[config.mk]
export PLATFORM = sky130hd
export DESIGN_NAME = dmi_jtag_txn_engine
export DESIGN_NICKNAME = d
export VERILOG_FILES = /design/src/rtl/dmi_jtag_txn_engine.sv
export SDC_FILE = /design/constraint.sdc
export NUM_CORES = 1
export LEC_CHECK = 0
export CAP_MARGIN = 20
export CORE_MARGIN = 8
export CORE_UTILIZATION = 57
export DETAILED_ROUTE_END_ITERATION = 12
export DONT_BUFFER_PORTS = 1
export GPL_TIMING_DRIVEN = 0
export PLACE_DENSITY = 0.77
export SLEW_MARGIN = 20
export SYNTH_ARGS = -nofsm -noshare
export SYNTH_HDL_FRONTEND = slang
export SYNTH_SLANG_ARGS = --single-unit
[constraint.sdc]
create_clock -name tck_i -period 1.6 [get_ports tck_i]
set_input_delay 0.32 -clock tck_i [delete_from_list [all_inputs] [get_ports tck_i]]
set_output_delay 0.32 -clock tck_i [all_outputs]
set_load 0.005 [all_outputs]
[src/rtl/dmi_jtag_txn_engine.sv]
// TCK-domain DMI transaction engine: owns the DMI data register, issues requests to the
// DMI CDC, waits for responses and keeps the sticky DTMCS.dmistat error.
module dmi_jtag_txn_engine #(
  parameter int unsigned AddrWidth     = 7,
  parameter int unsigned TimeoutCycles = 1024
) (
  input  logic                 tck_i,
  input  logic                 trst_ni,
  input  logic                 test_logic_reset_i,
  input  logic                 capture_dr_i,
  input  logic                 shift_dr_i,
  input  logic                 update_dr_i,
  input  logic                 dmi_access_i,
  input  logic                 dtmcs_select_i,
  input  logic                 dmi_reset_i,
  input  logic                 dmi_hard_reset_i,
  input  logic                 dmi_tdi_i,
  output logic                 dmi_tdo_o,
  output logic [1:0]           dmi_error_o,
  output logic [AddrWidth-1:0] req_addr_o,
  output logic [31:0]          req_data_o,
  output logic [1:0]           req_op_o,
  output logic                 req_valid_o,
  input  logic                 req_ready_i,
  input  logic [31:0]          resp_data_i,
  input  logic [1:0]           resp_status_i,
  input  logic                 resp_valid_i,
  output logic                 resp_ready_o
);

  localparam int unsigned DrWidth    = AddrWidth + 34;
  localparam int unsigned TimerWidth = (TimeoutCycles > 1) ? $clog2(TimeoutCycles) : 1;
  localparam bit          TimeoutEn  = (TimeoutCycles != 0);
  localparam logic [TimerWidth-1:0] TimerMax =
    TimerWidth'((TimeoutCycles > 0) ? (TimeoutCycles - 1) : 0);

  localparam logic [2:0] Idle  = 3'd0;
  localparam logic [2:0] Read  = 3'd1;
  localparam logic [2:0] WaitR = 3'd2;
  localparam logic [2:0] Write = 3'd3;
  localparam logic [2:0] WaitW = 3'd4;
  localparam logic [2:0] Drain = 3'd5;

  localparam logic [1:0] ErrNone   = 2'd0;
  localparam logic [1:0] ErrFailed = 2'd2;
  localparam logic [1:0] ErrBusy   = 2'd3;

  logic [2:0]            state_q, state_d;
  logic [DrWidth-1:0]    dr_q, dr_d;
  logic [AddrWidth-1:0]  address_q, address_d;
  logic [31:0]           data_q, data_d;
  logic [1:0]            error_q, error_d;
  logic [TimerWidth-1:0] timer_q, timer_d;
  logic                  req_valid_q, req_valid_d;
  logic [1:0]            req_op_q, req_op_d;

  logic dmi_update, dtmcs_update, hard_reset, busy, op_failed, timed_out;

  // Next-state, datapath and error computation
  always_comb begin
    state_d    = state_q;
    dr_d       = dr_q;
    address_d  = address_q;
    data_d     = data_q;
    error_d    = error_q;
    timer_d    = timer_q;
    op_failed  = 1'b0;
    dmi_update   = update_dr_i & dmi_access_i;
    dtmcs_update = update_dr_i & dtmcs_select_i;
    hard_reset   = dtmcs_update & dmi_hard_reset_i;
    busy       = (dmi_update & (state_q != Idle)) |
                 (capture_dr_i & dmi_access_i & ((state_q == Read) | (state_q == WaitR)));
    timed_out  = TimeoutEn && (timer_q == TimerMax);

    case (state_q)
      Idle: begin
        if (dmi_update && (error_q == ErrNone)) begin
          address_d = dr_q[DrWidth-1:34];
          data_d    = dr_q[33:2];
          if (dr_q[1:0] == 2'd1)      state_d = Read;
          else if (dr_q[1:0] == 2'd2) state_d = Write;
        end
      end
      Read, Write: begin
        if (req_ready_i) begin
          state_d = (state_q == Read) ? WaitR : WaitW;
          timer_d = '0;
        end
      end
      WaitR, WaitW: begin
        timer_d = timer_q + TimerWidth'(1);
        if (resp_valid_i) begin
          if (state_q == WaitR) data_d = resp_data_i;
          op_failed = (resp_status_i != 2'd0);
          state_d   = Idle;
        end else if (timed_out) begin
          op_failed = 1'b1;
          state_d   = Drain;
        end
      end
      Drain: begin
        if (resp_valid_i) state_d = Idle;
      end
      default: state_d = Idle;
    endcase

    // Hard reset withdraws a pending request; an outstanding one must still be drained
    if (hard_reset) begin
      if ((state_q == Read) || (state_q == Write)) begin
        state_d = Idle;
      end else if ((state_q == WaitR) || (state_q == WaitW)) begin
        state_d = Drain;
        data_d  = data_q;
      end
    end

    if (op_failed && (error_q == ErrNone)) error_d = ErrFailed;
    if (busy) error_d = ErrBusy;
    if (dtmcs_update && (dmi_reset_i || dmi_hard_reset_i)) error_d = ErrNone;

    if (test_logic_reset_i) begin
      dr_d = '0;
    end else if (dmi_access_i) begin
      if (capture_dr_i) begin
        dr_d = {address_q, data_q, (busy || (error_q == ErrBusy)) ? ErrBusy : error_q};
      end else if (shift_dr_i) begin
        dr_d = {dmi_tdi_i, dr_q[DrWidth-1:1]};
      end
    end

    req_valid_d = (state_d == Read) || (state_d == Write);
    req_op_d    = (state_d == Read) ? 2'd1 : ((state_d == Write) ? 2'd2 : 2'd0);
  end

  always_ff @(posedge tck_i or negedge trst_ni) begin
    if (!trst_ni) begin
      state_q     <= Idle;
      dr_q        <= '0;
      address_q   <= '0;
      data_q      <= '0;
      error_q     <= ErrNone;
      timer_q     <= '0;
      req_valid_q <= 1'b0;
      req_op_q    <= 2'd0;
    end else begin
      state_q     <= state_d;
      dr_q        <= dr_d;
      address_q   <= address_d;
      data_q      <= data_d;
      error_q     <= error_d;
      timer_q     <= timer_d;
      req_valid_q <= req_valid_d;
      req_op_q    <= req_op_d;
    end
  end

  assign dmi_tdo_o    = dr_q[0];
  assign dmi_error_o  = error_q;
  assign req_addr_o   = address_q;
  assign req_data_o   = data_q;
  assign req_op_o     = req_op_q;
  assign req_valid_o  = req_valid_q;
  assign resp_ready_o = 1'b1;

endmodule

-- Yosys cells after proc, flatten, opt, wreduce, memory -nomap -nowiden
Cells that the tools add are included.
- flip-flop bits (word level): 98
- input bits: 47
- output and inout bits: 46
- logic and storage cells: 85
- add/sub/neg operators: 1
- equality and inequality tests: 13
- multiplexer cells: 34
- bitwise logic cells: 8
- reduce and logical (&&, ||, !) cells: 21
- operators by type and width (cell ; number):
    $mux W32 ; 6
    $mux W41 ; 4
    $pmux W32 S2 ; 1
    $mux W3 ; 11
    $pmux W10 S2 ; 1
    $mux W2 ; 6
    $pmux W3 S4 ; 1
    $add A10 B1 Y10 const B ; 1
    $eq A10 B10 Y1 const B ; 1
    $mux W10 ; 1
    $eq A3 B2 Y1 const B ; 3
    $reduce_bool A3 Y1 ; 3
    $and A1 B1 Y1 ; 6
    $eq A3 B1 Y1 const B ; 2
    $eq A3 B3 Y1 const B ; 2
    $reduce_and A2 Y1 ; 3
    $reduce_bool A2 Y1 ; 3
    $logic_or A1 B1 Y1 ; 5
    $eq A2 B2 Y1 const B ; 2
    $reduce_or A2 Y1 ; 2
    $logic_and A1 B1 Y1 ; 3
    $logic_not A3 Y1 ; 1
    $mux W1 ; 3
    $ne A3 B3 Y1 const B ; 1
    4 further kinds ; 5

-- Longest topological paths before layout
- depth in word-level cells: 11
- depth in mapped cells: 7
- depth with buffers taken out: 5

-- Least setup slack after synthesis
OpenSTA, ideal clock, no wires.
- path kind: reg2reg
- start: register error_q[0] (netlist: dmi_error_o[0])
- end: register req_op_q[0] (netlist: req_op_o[0])
- setup time: 126 ps
- data arrival time: 1422 ps
- data required time: 1474 ps
- path slack: 52 ps
- stages on the path, launching flop included: 6
- path buffers: 0
- clock period less this slack: 1548 ps
- cell sequence: dfrtp_1 nand4bb_1 nor2_1 nor4bb_1 nor3_1 o311a_1
- longest elaborated chain between the ends: 9
- RTL lines (what ; RTL line ; source):
    start: declaration ; 52 ; logic [1:0] error_q, error_d;
    start signal: assignment ; 141 ; error_q <= ErrNone;
    start signal: assignment ; 150 ; error_q <= error_d;
    $logic_not A2 Y1 (*) ; 77 ; if (dmi_update && (error_q == ErrNone)) begin
    $logic_and A1 B1 Y1 (*) ; 77 ;
    $mux W3 (*) ; 77 ;
    $pmux W3 S4 (*) ; 75 ; case (state_q)
    $mux W3 ; 111 ; end else if ((state_q == WaitR) || (state_q == WaitW)) begin
    $mux W3 ; 109 ; if ((state_q == Read) || (state_q == Write)) begin
    $mux W3 (*) ; 108 ; if (hard_reset) begin
    $eq A3 B1 Y1 (*) ; 132 ; req_op_d = (state_d == Read) ? 2'd1 : ((state_d == Write) ? 2'd2 : 2'd0);
    $mux W2 (*) ; 132 ;
    via req_op_d[0] ; 55 ; logic [1:0] req_op_q, req_op_d;
    end signal: assignment ; 153 ; req_op_q <= req_op_d;
    end: declaration ; 55 ;
Mark *: on every way through the listed nets, which the timed path passes. The rest lies on a longest branch.
A chain may end at the register's enable or synchronous reset.

-- Worst setup path in the final report
- start: register state_q[0]
- end: register req_op_q[1] (netlist: req_op_o[1])
- longest elaborated chain between the ends: 10
- elaborated cells between the ends (all ways): 26
- classes of those cells: eq/ne (7); mux (14); reduce/logical (5)
- RTL lines (what ; RTL line ; source):
    start: declaration ; 48 ; logic [2:0] state_q, state_d;
    start signal: assignment ; 137 ; state_q <= Idle;
    start signal: assignment ; 146 ; state_q <= state_d;
    $mux W3 ; 81 ; else if (dr_q[1:0] == 2'd2) state_d = Write;
    $mux W3 ; 80 ; if (dr_q[1:0] == 2'd1) state_d = Read;
    $mux W3 ; 77 ;
    $pmux W3 S4 ; 75 ;
    $mux W3 ; 111 ;
    $mux W3 ; 109 ;
    $mux W3 (*) ; 108 ;
    via state_d[0] ; 48 ;
    $eq A3 B2 Y1 ; 132 ;
    $mux W2 ; 132 ;
    $mux W2 (*) ; 132 ;
    via req_op_d[1] ; 55 ;
Marks and branches as above.

==> metrics <==
status finished with violations; failing checks hold timing, setup timing; residual DRC count 0; commonest non-fill, non-tap cell in the layout dfrtp_1; area grow syn2layout 18.5%; clk buf depth 2; flop-to-flop setup slack -70 ps; die width roughly 110 um; post-route ant nets 0; Via-to-Cell Ratio just under 6; Mapped Cells 445; row count 33; via count 3482; pin count of the biggest net entering global routing 99; Max Cap Viol 0; worst skew pair latency ~360 ps; routed length per instance 20.3 um; RSZ-0062 raised after global routing true; PnR worst setup slack -69.4 ps; Async SR Flop Fraction 1.00; largest fanout on the critical path 8; CP endpoint kind flop; Post-DP HPWL 7670 um; PwrDens 1460 mW/mm^2; synthesized cell area 0.00467 mm^2; Critical Path Source Type flop; Period Utilization, post-route 1.04; Least-Margin Pin Slew approximately 800 ps; syn_nets 493; WP data arrival between 1500 and 2000 ps; placeable core area 0.00809 mm^2; Total Neg Setup Slack -148 ps; fmax 599 MHz; final std cells w/o fill 591; Starting Density 0.578; I/O pin count 93; antenna cells 0; min cycle time layout 1670 ps; CTS tree done; Post-Place Cells between 500 and 600; sequential area share after synthesis 0.525; Pins Over Slew Limit 0; Leakage around 2.4 nW; die area 0.0114 mm^2; Worst R2R End req_op_o[1]; hold_ws -359 ps; synth unique cells 49; # clock sinks 98; Avg Cell Area, Syn 10.5 um^2; Overflow after GRT 0; CP required approximately 1900 ps; prevailing post-synth register cell dfrtp_1; final core utilization 0.684; endpoints failing setup 6; Max Clock Skew 13.2 ps; Hold Path Class in -> async; Final Hold Vio Count 98; most frequent cells in the layout dfrtp_1, nand2_1, mux2i_1; Syn. warnings 0; number of enable flip-flop cells after synthesis 0; Routed WL approximately 12000 um; total CTS buffers 9; PortBufs 0; first-pass GRT wire length 17700 um; reg2reg path depth 6; pre-CTS setup slack -223 ps; Iter 0 DRT Violations approximately 190; first drt pass iteration count 4; H-tree Lvls 3; Max IR drop VDD 1.04 mV; initial antenna violation count 0; GPL Wtd Cong 0.823; Slew HR 0.476; register clock-pin slew on the reported worst setup and hold paths 100 ps; FF-to-FF Start state_q[0]; die height 107 um; CTS root buf clkbuf_8; final net count 529; layout cells sized above 1 0.214; vias in the first global route 3393; FF+latch count, synth 98; Setup CP Type reg -> reg; Tot GR Track Use 0.195
[logic make-up (layout without fill, tap and decap cells)]
family | Yosys count | in the layout | synth area share
buffers and inverters | 33 | 74 | 0.0396
and+or+nand+nor | 123 | 123 | 0.120
other | 1 | 1 | 0.000802
adders and majority gates | 1 | 1 | 0.00268
xor gates and xnor gates | 11 | 11 | 0.0222
AOI/OAI and AO/OA | 98 | 98 | 0.116
DFF | 98 | 98 | 0.525
muxes | 80 | 80 | 0.174
[worst max path at each step]
stage,from,cells past startpoint,to,slack [ps]
after detailed placement,dmi_error_o[1],6,req_data_o[11],-220
after CTS,dmi_error_o[1],5,req_op_o[0],-80
after floorplan,dmi_error_o[0],5,req_op_o[0],50
after global placement,capture_dr_i,7,dr_q[29],-170
final,state_q[0],6,req_op_o[1],-70
after global routing,state_q[0],6,req_op_o[1],-150
[routing by layer]
layer,global-route usage,part of all wire,vias to the layer above
li1,-,-,1621
met3,0.0526,0.057,27
met1,0.244,0.41,1747
met5,0,0,-
met2,0.321,0.50,87
met4,0.0653,0.027,0
[layout make-up]
class | count | area [um^2]
inverter | 3 | 11.3
timing repair buffer | 26 | 298
clock buffer | 11 | 141
multi-input combinational | 314 | 2210
clock inverter | 5 | 38.8
fill | 626 | 2550
tap | 105 | 131
sequential | 98 | 2450
buffer | 29 | 249
[sequential cells by signal (all words and copies together), names as in the netlist]
name	flops
req_data_o	32
req_addr_o	7
req_valid_o	1
state_q	3
timer_q	10
req_op_o	2
dr_q	41
dmi_error_o	2
[power breakdown]
group	internal (W)	switching (W)
Clock	0.000618	0.000883
Combinational	0.00156	0.00140
Sequential	0.00304	0.000609
Total	0.00521	0.00289
[through the flow]
step,total power (W),cell area [um^2]
6_report,0.00810,5540
5_1_grt,0.00851,5540
4_1_cts,0.00738,5140
3_5_place_dp,0.00562,4810
3_3_place_gp,0.00552,4810
2_1_floorplan,0.00504,4670
[cell usage after synthesis (2+ instances only)]
| master | count | area, um^2 |
|---|---|---|
| o21ai_1 | 22 | 110 |
| mux2_2 | 9 | 101 |
| buf_6 | 4 | 45.0 |
| nor2_1 | 19 | 71.3 |
| clkbuf_1 | 8 | 30.0 |
| a211oi_1 | 2 | 15.0 |
| clkbuf_2 | 2 | 10.0 |
| o211ai_1 | 2 | 15.0 |
| xnor2_1 | 3 | 26.3 |
| nand4_1 | 3 | 18.8 |
| and4_1 | 3 | 26.3 |
| dfrtp_1 | 98 | 2450 |
| inv_1 | 2 | 7.51 |
| xor2_1 | 7 | 61.3 |
| buf_2 | 8 | 40.0 |
| nand2_1 | 76 | 285 |
| buf_4 | 5 | 37.5 |
| and3_1 | 4 | 25.0 |
| o21ai_0 | 54 | 270 |
| a21o_1 | 2 | 15.0 |
| a21oi_1 | 8 | 40.0 |
| nand3_1 | 2 | 10.0 |
| nor3_1 | 4 | 20.0 |
| buf_1 | 3 | 11.3 |
| mux2i_1 | 71 | 711 |
[critical path, cell delays in order (launching register included)]
cell      delay, ps
dfrtp_1         400
buf_6           150
nand4b_1        240
o21ai_0         150
nand3_1         180
a31oi_4         250
nor4b_2         210
[timing repair]
item | CTS | global route
gates cloned | 0 | 3
resized for setup | 21 | 52
endpoints found under the hold margin | 98 | 98
endpoints found under the setup margin | 38 | 47
setup buffers | 7 | 16
pin swaps | 6 | 10
Power figures use the tool's default switching activity.
